File: src/rtl/alu_pkg.sv
// Shared ALU definitions: data width and the 4-bit control codes driven on alu_ctrl.
package alu_pkg;

  localparam int N = 32;

  // Codes 1001-1111 are illegal; the issue stage passes them through untouched.
  typedef enum logic [3:0] {
    ALU_ADD = 4'b0000,
    ALU_SUB = 4'b0001,
    ALU_AND = 4'b0010,
    ALU_OR  = 4'b0011,
    ALU_NOR = 4'b0100,
    ALU_XOR = 4'b0101,
    ALU_SLL = 4'b0110,
    ALU_SRL = 4'b0111,
    ALU_SRA = 4'b1000
  } alu_op_e;

endpackage

File: src/rtl/fwd_mux.sv
// Resolves one source operand: EX/MEM forward, else MEM/WB forward, else register file.
module fwd_mux #(
  parameter int N  = alu_pkg::N,
  parameter int RW = 4
) (
  input  logic [RW-1:0] rs,
  input  logic [N-1:0]  rf_data,
  input  logic          ex_wr,
  input  logic [RW-1:0] ex_rd,
  input  logic [N-1:0]  ex_result,
  input  logic          wb_wr,
  input  logic [RW-1:0] wb_rd,
  input  logic [N-1:0]  wb_result,
  output logic [N-1:0]  data
);

  always_comb begin
    data = rf_data;
    // Register 0 is hardwired to zero and never forwarded; the younger EX result wins.
    if (rs == '0)
      data = '0;
    else if (ex_wr && (ex_rd == rs))
      data = ex_result;
    else if (wb_wr && (wb_rd == rs))
      data = wb_result;
  end

endmodule

File: src/rtl/alu_issue_stage.sv
// ID/EX issue stage: operand forwarding, load-use stall and the register feeding the ALU.
module alu_issue_stage #(
  parameter int N  = alu_pkg::N,
  parameter int RW = 4
) (
  input  logic          clk,
  input  logic          rst,
  input  logic          in_valid,
  output logic          in_ready,
  input  logic [3:0]    in_op,
  input  logic [RW-1:0] in_rs1,
  input  logic [RW-1:0] in_rs2,
  input  logic [N-1:0]  in_rs1_data,
  input  logic [N-1:0]  in_rs2_data,
  input  logic [N-1:0]  in_imm,
  input  logic          in_use_imm,
  input  logic [RW-1:0] in_rd,
  input  logic          in_wr,
  input  logic          in_is_load,
  input  logic          flush,
  input  logic [RW-1:0] ex_rd,
  input  logic          ex_wr,
  input  logic          ex_is_load,
  input  logic [N-1:0]  ex_result,
  input  logic [RW-1:0] wb_rd,
  input  logic          wb_wr,
  input  logic [N-1:0]  wb_result,
  output logic          out_valid,
  input  logic          out_ready,
  output logic [N-1:0]  alu_a,
  output logic [N-1:0]  alu_b,
  output logic [3:0]    alu_ctrl,
  output logic [RW-1:0] out_rd,
  output logic          out_wr,
  output logic          out_is_load
);

  import alu_pkg::*;

  logic [N-1:0] rs1_val;
  logic [N-1:0] rs2_val;
  logic [N-1:0] b_val;
  logic         hazard;
  logic         capture;
  logic         valid_d;

  fwd_mux #(.N(N), .RW(RW)) u_fwd_a (
    .rs        (in_rs1),
    .rf_data   (in_rs1_data),
    .ex_wr     (ex_wr),
    .ex_rd     (ex_rd),
    .ex_result (ex_result),
    .wb_wr     (wb_wr),
    .wb_rd     (wb_rd),
    .wb_result (wb_result),
    .data      (rs1_val)
  );

  fwd_mux #(.N(N), .RW(RW)) u_fwd_b (
    .rs        (in_rs2),
    .rf_data   (in_rs2_data),
    .ex_wr     (ex_wr),
    .ex_rd     (ex_rd),
    .ex_result (ex_result),
    .wb_wr     (wb_wr),
    .wb_rd     (wb_rd),
    .wb_result (wb_result),
    .data      (rs2_val)
  );

  always_comb begin
    b_val   = in_use_imm ? in_imm : rs2_val;
    // A load in EX has no data yet; rs2 only matters when B actually comes from it.
    hazard  = in_valid && ex_is_load && ex_wr && (ex_rd != '0) &&
              ((ex_rd == in_rs1) || ((ex_rd == in_rs2) && !in_use_imm));
    in_ready = !rst && !hazard && (!out_valid || out_ready);
    capture  = in_valid && in_ready && !flush;

    valid_d = out_valid;
    if (flush)
      valid_d = 1'b0;
    else if (capture)
      valid_d = 1'b1;
    else if (out_ready)
      valid_d = 1'b0;
  end

  always_ff @(posedge clk) begin
    if (rst) begin
      out_valid   <= 1'b0;
      alu_a       <= '0;
      alu_b       <= '0;
      alu_ctrl    <= ALU_ADD;
      out_rd      <= '0;
      out_wr      <= 1'b0;
      out_is_load <= 1'b0;
    end else begin
      out_valid <= valid_d;
      if (capture) begin
        alu_a       <= rs1_val;
        alu_b       <= b_val;
        alu_ctrl    <= in_op;
        out_rd      <= in_rd;
        out_wr      <= in_wr;
        out_is_load <= in_is_load;
      end
    end
  end

endmodule

File: config.mk
export PLATFORM = sky130hd
export DESIGN_NAME = alu_issue_stage
export DESIGN_NICKNAME = d
export VERILOG_FILES = /design/src/rtl/alu_pkg.sv /design/src/rtl/fwd_mux.sv /design/src/rtl/alu_issue_stage.sv
export SDC_FILE = /design/constraint.sdc
export NUM_CORES = 1
export LEC_CHECK = 0
export BUFFER_PORTS_ARGS = -buffer_cell sky130_fd_sc_hd__buf_2
export CORE_MARGIN = 10
export CORE_UTILIZATION = 44
export DETAILED_ROUTE_END_ITERATION = 12
export PLACE_DENSITY = 0.81
export SETUP_SLACK_MARGIN = 0.5
export SYNTH_ARGS = -nofsm -noshare
export SYNTH_HDL_FRONTEND = slang
export SYNTH_HIERARCHICAL = 1
export SYNTH_SLANG_ARGS = --single-unit
File: constraint.sdc
create_clock -name clk -period 2.1 [get_ports clk]
set_input_delay 0.315 -clock clk [delete_from_list [all_inputs] [get_ports clk]]
set_output_delay 0.315 -clock clk [all_outputs]
set_load 0.005 [all_outputs]
==> results.json, run 1 <==
{
  "yosys.area.top_type": "dfxtp_1",
  "fmax_mhz": 559,
  "dp_hpwl_mm": 19.3,
  "ys_seq_area_share_pct": 27.3,
  "synth_area_leaders": "dfxtp_1 27%, o21ai_0 9.6%, o31ai_1 8.7%",
  "numCtsBuffers": 9,
  "fin_cells": 1146,
  "path_delay_family": "compound AO/OA/AOI/OAI gates",
  "critPathCapture": "alu_b[29]",
  "fin_area_um2": 9040,
  "synth_async_sr_flop_share_pct": 0,
  "clock-sinks": 75,
  "r2r_start": "out_valid",
  "vias": 7793,
  "power_density_nw_per_um2": 535,
  "core_area_um2": 12100,
  "hp-class": "input port to register",
  "die_y_um": 132,
  "die_x_um": 132,
  "start_util_pct": 45.4,
  "ios": 271,
  "maxCapViolCount": 0,
  "path_cells": "buf_8, nor2b_4, a2111o_1, or2_4, clkbuf_16, a31oi_1, mux2i_1, a211oi_1",
  "drive_gt1_share_pct": 52.5,
  "path_class": "input port to register",
  "cts_max_path_buffers": 2,
  "netlist_instances": 714,
  "place_area_um2": 7350,
  "clk_pin_slew_ns": 0.07,
  "grt_pass1_wl_mm": 42.2,
  "holdWs_ns": 0.192,
  "start_kind": "input port",
  "yosysUniqueCellTypes": 40,
  "vias_per_cell": 6.80,
  "netlist_top_cells_count": "106 x o21ai_0, 75 x dfxtp_1, 69 x a21oi_1",
  "slew_violations": 0,
  "crit_slowest_cell": "a2111o_1",
  "arrival_ns": 2.05,
  "placed_cells": 1101,
  "fin_crit_sh_pct": 85.2,
  "place.gp.congestion": 0.912,
  "end_kind": "register",
  "fin_crit_ns": 1.79,
  "drt-total-wl_mm": 30.1,
  "max_slew_margin_pct": 55.4,
  "antenna_found_initial": 7,
  "rsz0062_at_grt": "yes",
  "synth_top_area_share_pct": 27.3,
  "worst_slack_ns": 0.311,
  "grt.total_usage_pct": 29.7,
  "peakVddDrop_v": 0.000362,
  "grt_pass1_vias": 7391,
  "synthesis.area_um2": 5500,
  "status": "complete, no violations",
  "max_slew.worst_pin.slew_ns": 0.670,
  "setup.worst_path.start": "in_rs2[1]",
  "ant_nets": 0,
  "h-tree-depth": 3,
  "port_buffers": 270,
  "hold_viol": 0,
  "rrSetupSlack_ns": 0.46,
  "yosysMostFrequentCell": "o21ai_0",
  "synth_ff_type": "dfxtp_1",
  "syn_avg_cell_area_um2": 7.71,
  "overflow": 0,
  "worstSetupPathDepth": 8,
  "fill_cells": 889,
  "hp-start": "flush",
  "rr_endpoint": "alu_a[1]",
  "fin_skew_ns": 0.00826,
  "fp-row-count": 40,
  "max_stage_delay_ns": 0.41,
  "postCtsHoldBufs": 0,
  "dr.pass1.iters": 6,
  "drc": 0,
  "ys_warn_count": 6,
  "grt_max_degree": 77,
  "synth_nets": 909,
  "pre_cts_slack_ns": -0.163,
  "critPathMaxFanout": 8,
  "cts_tree": "built",
  "leakage_nw": 3.47,
  "first_iter_violations": 1124,
  "worstPathRequired_ns": 2.36,
  "ys_ff_latch": 75,
  "insertion_delay_ns": 0.35,
  "setup_viol": 0,
  "dieArea_um2": 17400,
  "syn_to_final_growth_pct": 64.3,
  "crit_buf_inv": 2,
  "wire_per_inst_um": 26.3,
  "synth_edf_count": 0,
  "power_mw": 4.84,
  "fin_nets": 1160,
  "cts_root_buffer": "clkbuf_16",
  "ff2ff_path_depth": 5
}
-- report_power, final --
| group | leakage (nW) | switching (mW) | internal (mW) |
|---|---|---|---|
| logic | 2.71 | 0.946 | 0.685 |
| registers | 0.611 | 0.0327 | 1.49 |
| clock network | 0.148 | 0.668 | 1.02 |
| total | 3.47 | 1.65 | 3.19 |
-- layout make-up --
type                       instances  area (um2)  share of cell area, %
inverter                           2        7.51                 0.0831
timing repair buffer             342        2370                   26.2
clock inverter                     3        45.0                  0.498
multi-input combinational        535        4620                   51.1
antenna                            8        20.0                  0.221
clock buffer                      13         270                   2.99
tap                              168         210                   2.33
sequential                        75        1500                   16.6
-- logic make-up (layout without fill, tap and decap cells) --
kind of cell | after synthesis | after routing | synth area share [%]
buffers and inverters | 105 | 360 | 10.2
AOI/OAI and AO/OA | 347 | 347 | 39.2
muxes | 32 | 32 | 5.82
xor gates and xnor gates | 18 | 18 | 2.87
other | 0 | 8 | 0
DFF | 75 | 75 | 27.3
and+or+nand+nor | 137 | 138 | 14.6
-- worst min-delay path by stage --
stage	cells past startpoint	to	slack, ns
6_report	2	out_valid	0.19
5_1_grt	2	out_valid	0.21
4_1_cts	2	out_valid	0.18
3_5_place_dp	2	out_rd[2]	0.46
3_3_place_gp	2	alu_ctrl[0]	0.45
2_1_floorplan	1	out_valid	0.39
-- routing by layer --
| layer | GRT usage (%) | vias up | wire [um] |
|---|---|---|---|
| met3 | 9.22 | 164 | 3530 |
| met4 | 12.2 | 0 | 1550 |
| met2 | 48.0 | 644 | 13800 |
| li1 | - | 3323 | - |
| met5 | 0 | - | 0 |
| met1 | 35.7 | 3662 | 11200 |
-- flip-flops by register name, summed over array words and instances, names as in the netlist --
| name | cells |
|---|---|
| alu_b | 32 |
| out_rd | 4 |
| out_is_load | 1 |
| out_valid | 1 |
| alu_ctrl | 4 |
| out_wr | 1 |
| alu_a | 32 |
-- timing repair --
action	in CTS	in global routing
pin swaps	13	24
setup endpoints to repair	75	75
gates cloned	3	4
buffers inserted	7	7
gates resized for setup	85	108
-- worst reg2reg max path, stage by stage, from the launching register on --
cell and delay, ns:
dfxtp_1 0.30, nor2b_1 0.14, or3_4 0.39, buf_6 0.24, o21ai_0 0.29, a21oi_1 0.12
-- stage by stage --
step           setup TNS (ns)  utilization (%)
6_report                    0             74.6
5_1_grt                     0             74.6
4_1_cts                     0             68.3
3_5_place_dp            -5.04             60.7
3_3_place_gp            -2.32             60.7
2_1_floorplan               0                -
-- cells in the final DEF, fill, tap and decap left out, types with 21 or more instances in the layout --
cell type,n
dfxtp_1,75
a31oi_4,37
nand4_1,65
nand3_2,27
a21oi_1,66
mux2i_1,31
o21ai_0,98
buf_4,33
buf_6,21
o31ai_2,30
a211oi_1,25
buf_2,259
o31ai_1,26
(Power assumes the default switching activity.)
==> inputs of run 2 (changes only) <==
--- a/config.mk
+++ b/config.mk
@@ -10,6 +10,7 @@
 export CORE_UTILIZATION = 44
 export DETAILED_ROUTE_END_ITERATION = 12
 export PLACE_DENSITY = 0.81
+export RECOVER_POWER = 100
 export SETUP_SLACK_MARGIN = 0.5
 export SYNTH_ARGS = -nofsm -noshare
 export SYNTH_HDL_FRONTEND = slang
==> results.json, run 2 (synthesis gave the netlist of run 1 again) <==
{
  "status": "complete, no violations",
  "fmax_mhz": 532,
  "die_x_um": 132,
  "hold_viol": 0,
  "wire_per_inst_um": 26.3,
  "cts_root_buffer": "clkbuf_16",
  "holdWs_ns": 0.196,
  "insertion_delay_ns": 0.35,
  "dr.pass1.iters": 6,
  "setup-tns-final_ns": 0,
  "slew_violations": 0,
  "numCtsBuffers": 9,
  "crit_slowest_cell": "or4_1",
  "hp-class": "input port to register",
  "path_cells": "buf_6, nand3_1, or4_1, o22ai_1, nor3_1, buf_2",
  "grt_max_degree": 77,
  "peakVddDrop_v": 0.000360,
  "fin_crit_sh_pct": 89.5,
  "fin_cells": 1146,
  "core_area_um2": 12100,
  "fin_crit_ns": 1.88,
  "drt-total-wl_mm": 30.2,
  "register_area_um2": 1500,
  "max_slew_margin_pct": 55.9,
  "antenna_found_initial": 7,
  "cts_tree": "built",
  "h-tree-depth": 3,
  "first_iter_violations": 1125,
  "grt_pass1_wl_mm": 42.2,
  "start_kind": "input port",
  "ios": 271,
  "placed_cells": 1101,
  "maxCapViolCount": 0,
  "arrival_ns": 1.56,
  "drive_gt1_share_pct": 44.5,
  "leakage_nw": 3.18,
  "vias": 7805,
  "place.gp.congestion": 0.912,
  "grt_pass1_vias": 7391,
  "syn_to_final_growth_pct": 61.7,
  "cts_max_path_buffers": 2,
  "critPathMaxFanout": 3,
  "fp-row-count": 40,
  "place_area_um2": 7350,
  "worstPathRequired_ns": 1.78,
  "start_util_pct": 45.4,
  "layout_commonest_cell": "buf_2",
  "dp_hpwl_mm": 19.3,
  "clk_pin_slew_ns": 0.07,
  "die_y_um": 132,
  "fin_nets": 1160,
  "top_regs": "alu_a x32, alu_b x32",
  "port_buffers": 270,
  "fin_skew_ns": 0.00714,
  "setup_viol": 0,
  "vias_per_cell": 6.81,
  "utilization_pct": 73.5,
  "overflow": 0,
  "multiInputGateArea_um2": 4570,
  "path_delay_family": "simple AND/OR/NAND/NOR gates",
  "max_slew.worst_pin.slew_ns": 0.662,
  "rsz0062_at_grt": "yes",
  "ant_nets": 0,
  "crit_buf_inv": 2,
  "final_cell_mix": "193 x buf_2, 99 x o21ai_0, 75 x dfxtp_1, 68 x clkbuf_1, 67 x a21oi_1",
  "power_density_nw_per_um2": 540,
  "path_class": "input port to output pin",
  "dieArea_um2": 17400,
  "drc": 0,
  "clock-sinks": 75,
  "fill_cells": 949,
  "max_stage_delay_ns": 0.64,
  "fin_area_um2": 8900,
  "end_kind": "output pin",
  "grt.total_usage_pct": 29.7
}
-- run 2: cell types whose count changed in the layout (fill, tap and decap cells not counted), sizes merged --
cell / change
buf: -67
clkbuf: +67
-- run 2: repair_timing --
action	in CTS	in global routing
hold buffers	0	0
setup buffers	7	7
cloned	3	4
gates resized for setup	85	108
pin swaps	13	24
endpoints found under the setup margin	75	75
-- run 2: per-layer routing --
metal,wire length [um],GRT usage (%)
met5,0,0
met4,1560,12.2
met3,3650,9.22
met2,13700,48.0
met1,11200,35.7
-- run 2: final timing paths --
path	startpoint	endpoint	cells past startpoint	slack [ns]
worst max-delay path	in_valid	in_ready	6	0.22
worst min register to register	out_rd[2]	out_rd[2]	2	0.47
worst max register to register	out_valid	alu_b[25]	6	0.48
worst min-delay path	flush	out_valid	2	0.20
-- run 2: cell type report --
class	count	share of cell area (%)
Multi-Input combinational cell	535	51.3
Timing Repair Buffer	342	25.6
Sequential cell	75	16.9
Clock buffer	13	3.04
Tap cell	168	2.36
Clock inverter	3	0.506
Antenna cell	8	0.225
Inverter	2	0.0844
-- run 2: stage by stage --
stage,setup WS [ns],power [mW]
after floorplan,0.280,2.25
after global placement,-0.0818,2.80
after detailed placement,-0.163,2.81
after CTS,0.408,4.56
after global routing,0.186,4.95
final,0.221,4.81
-- run 2: power breakdown --
part | leakage [nW] | switching [mW] | internal [mW]
registers | 0.611 | 0.0339 | 1.49
logic | 2.42 | 0.942 | 0.665
clock network | 0.148 | 0.661 | 1.02
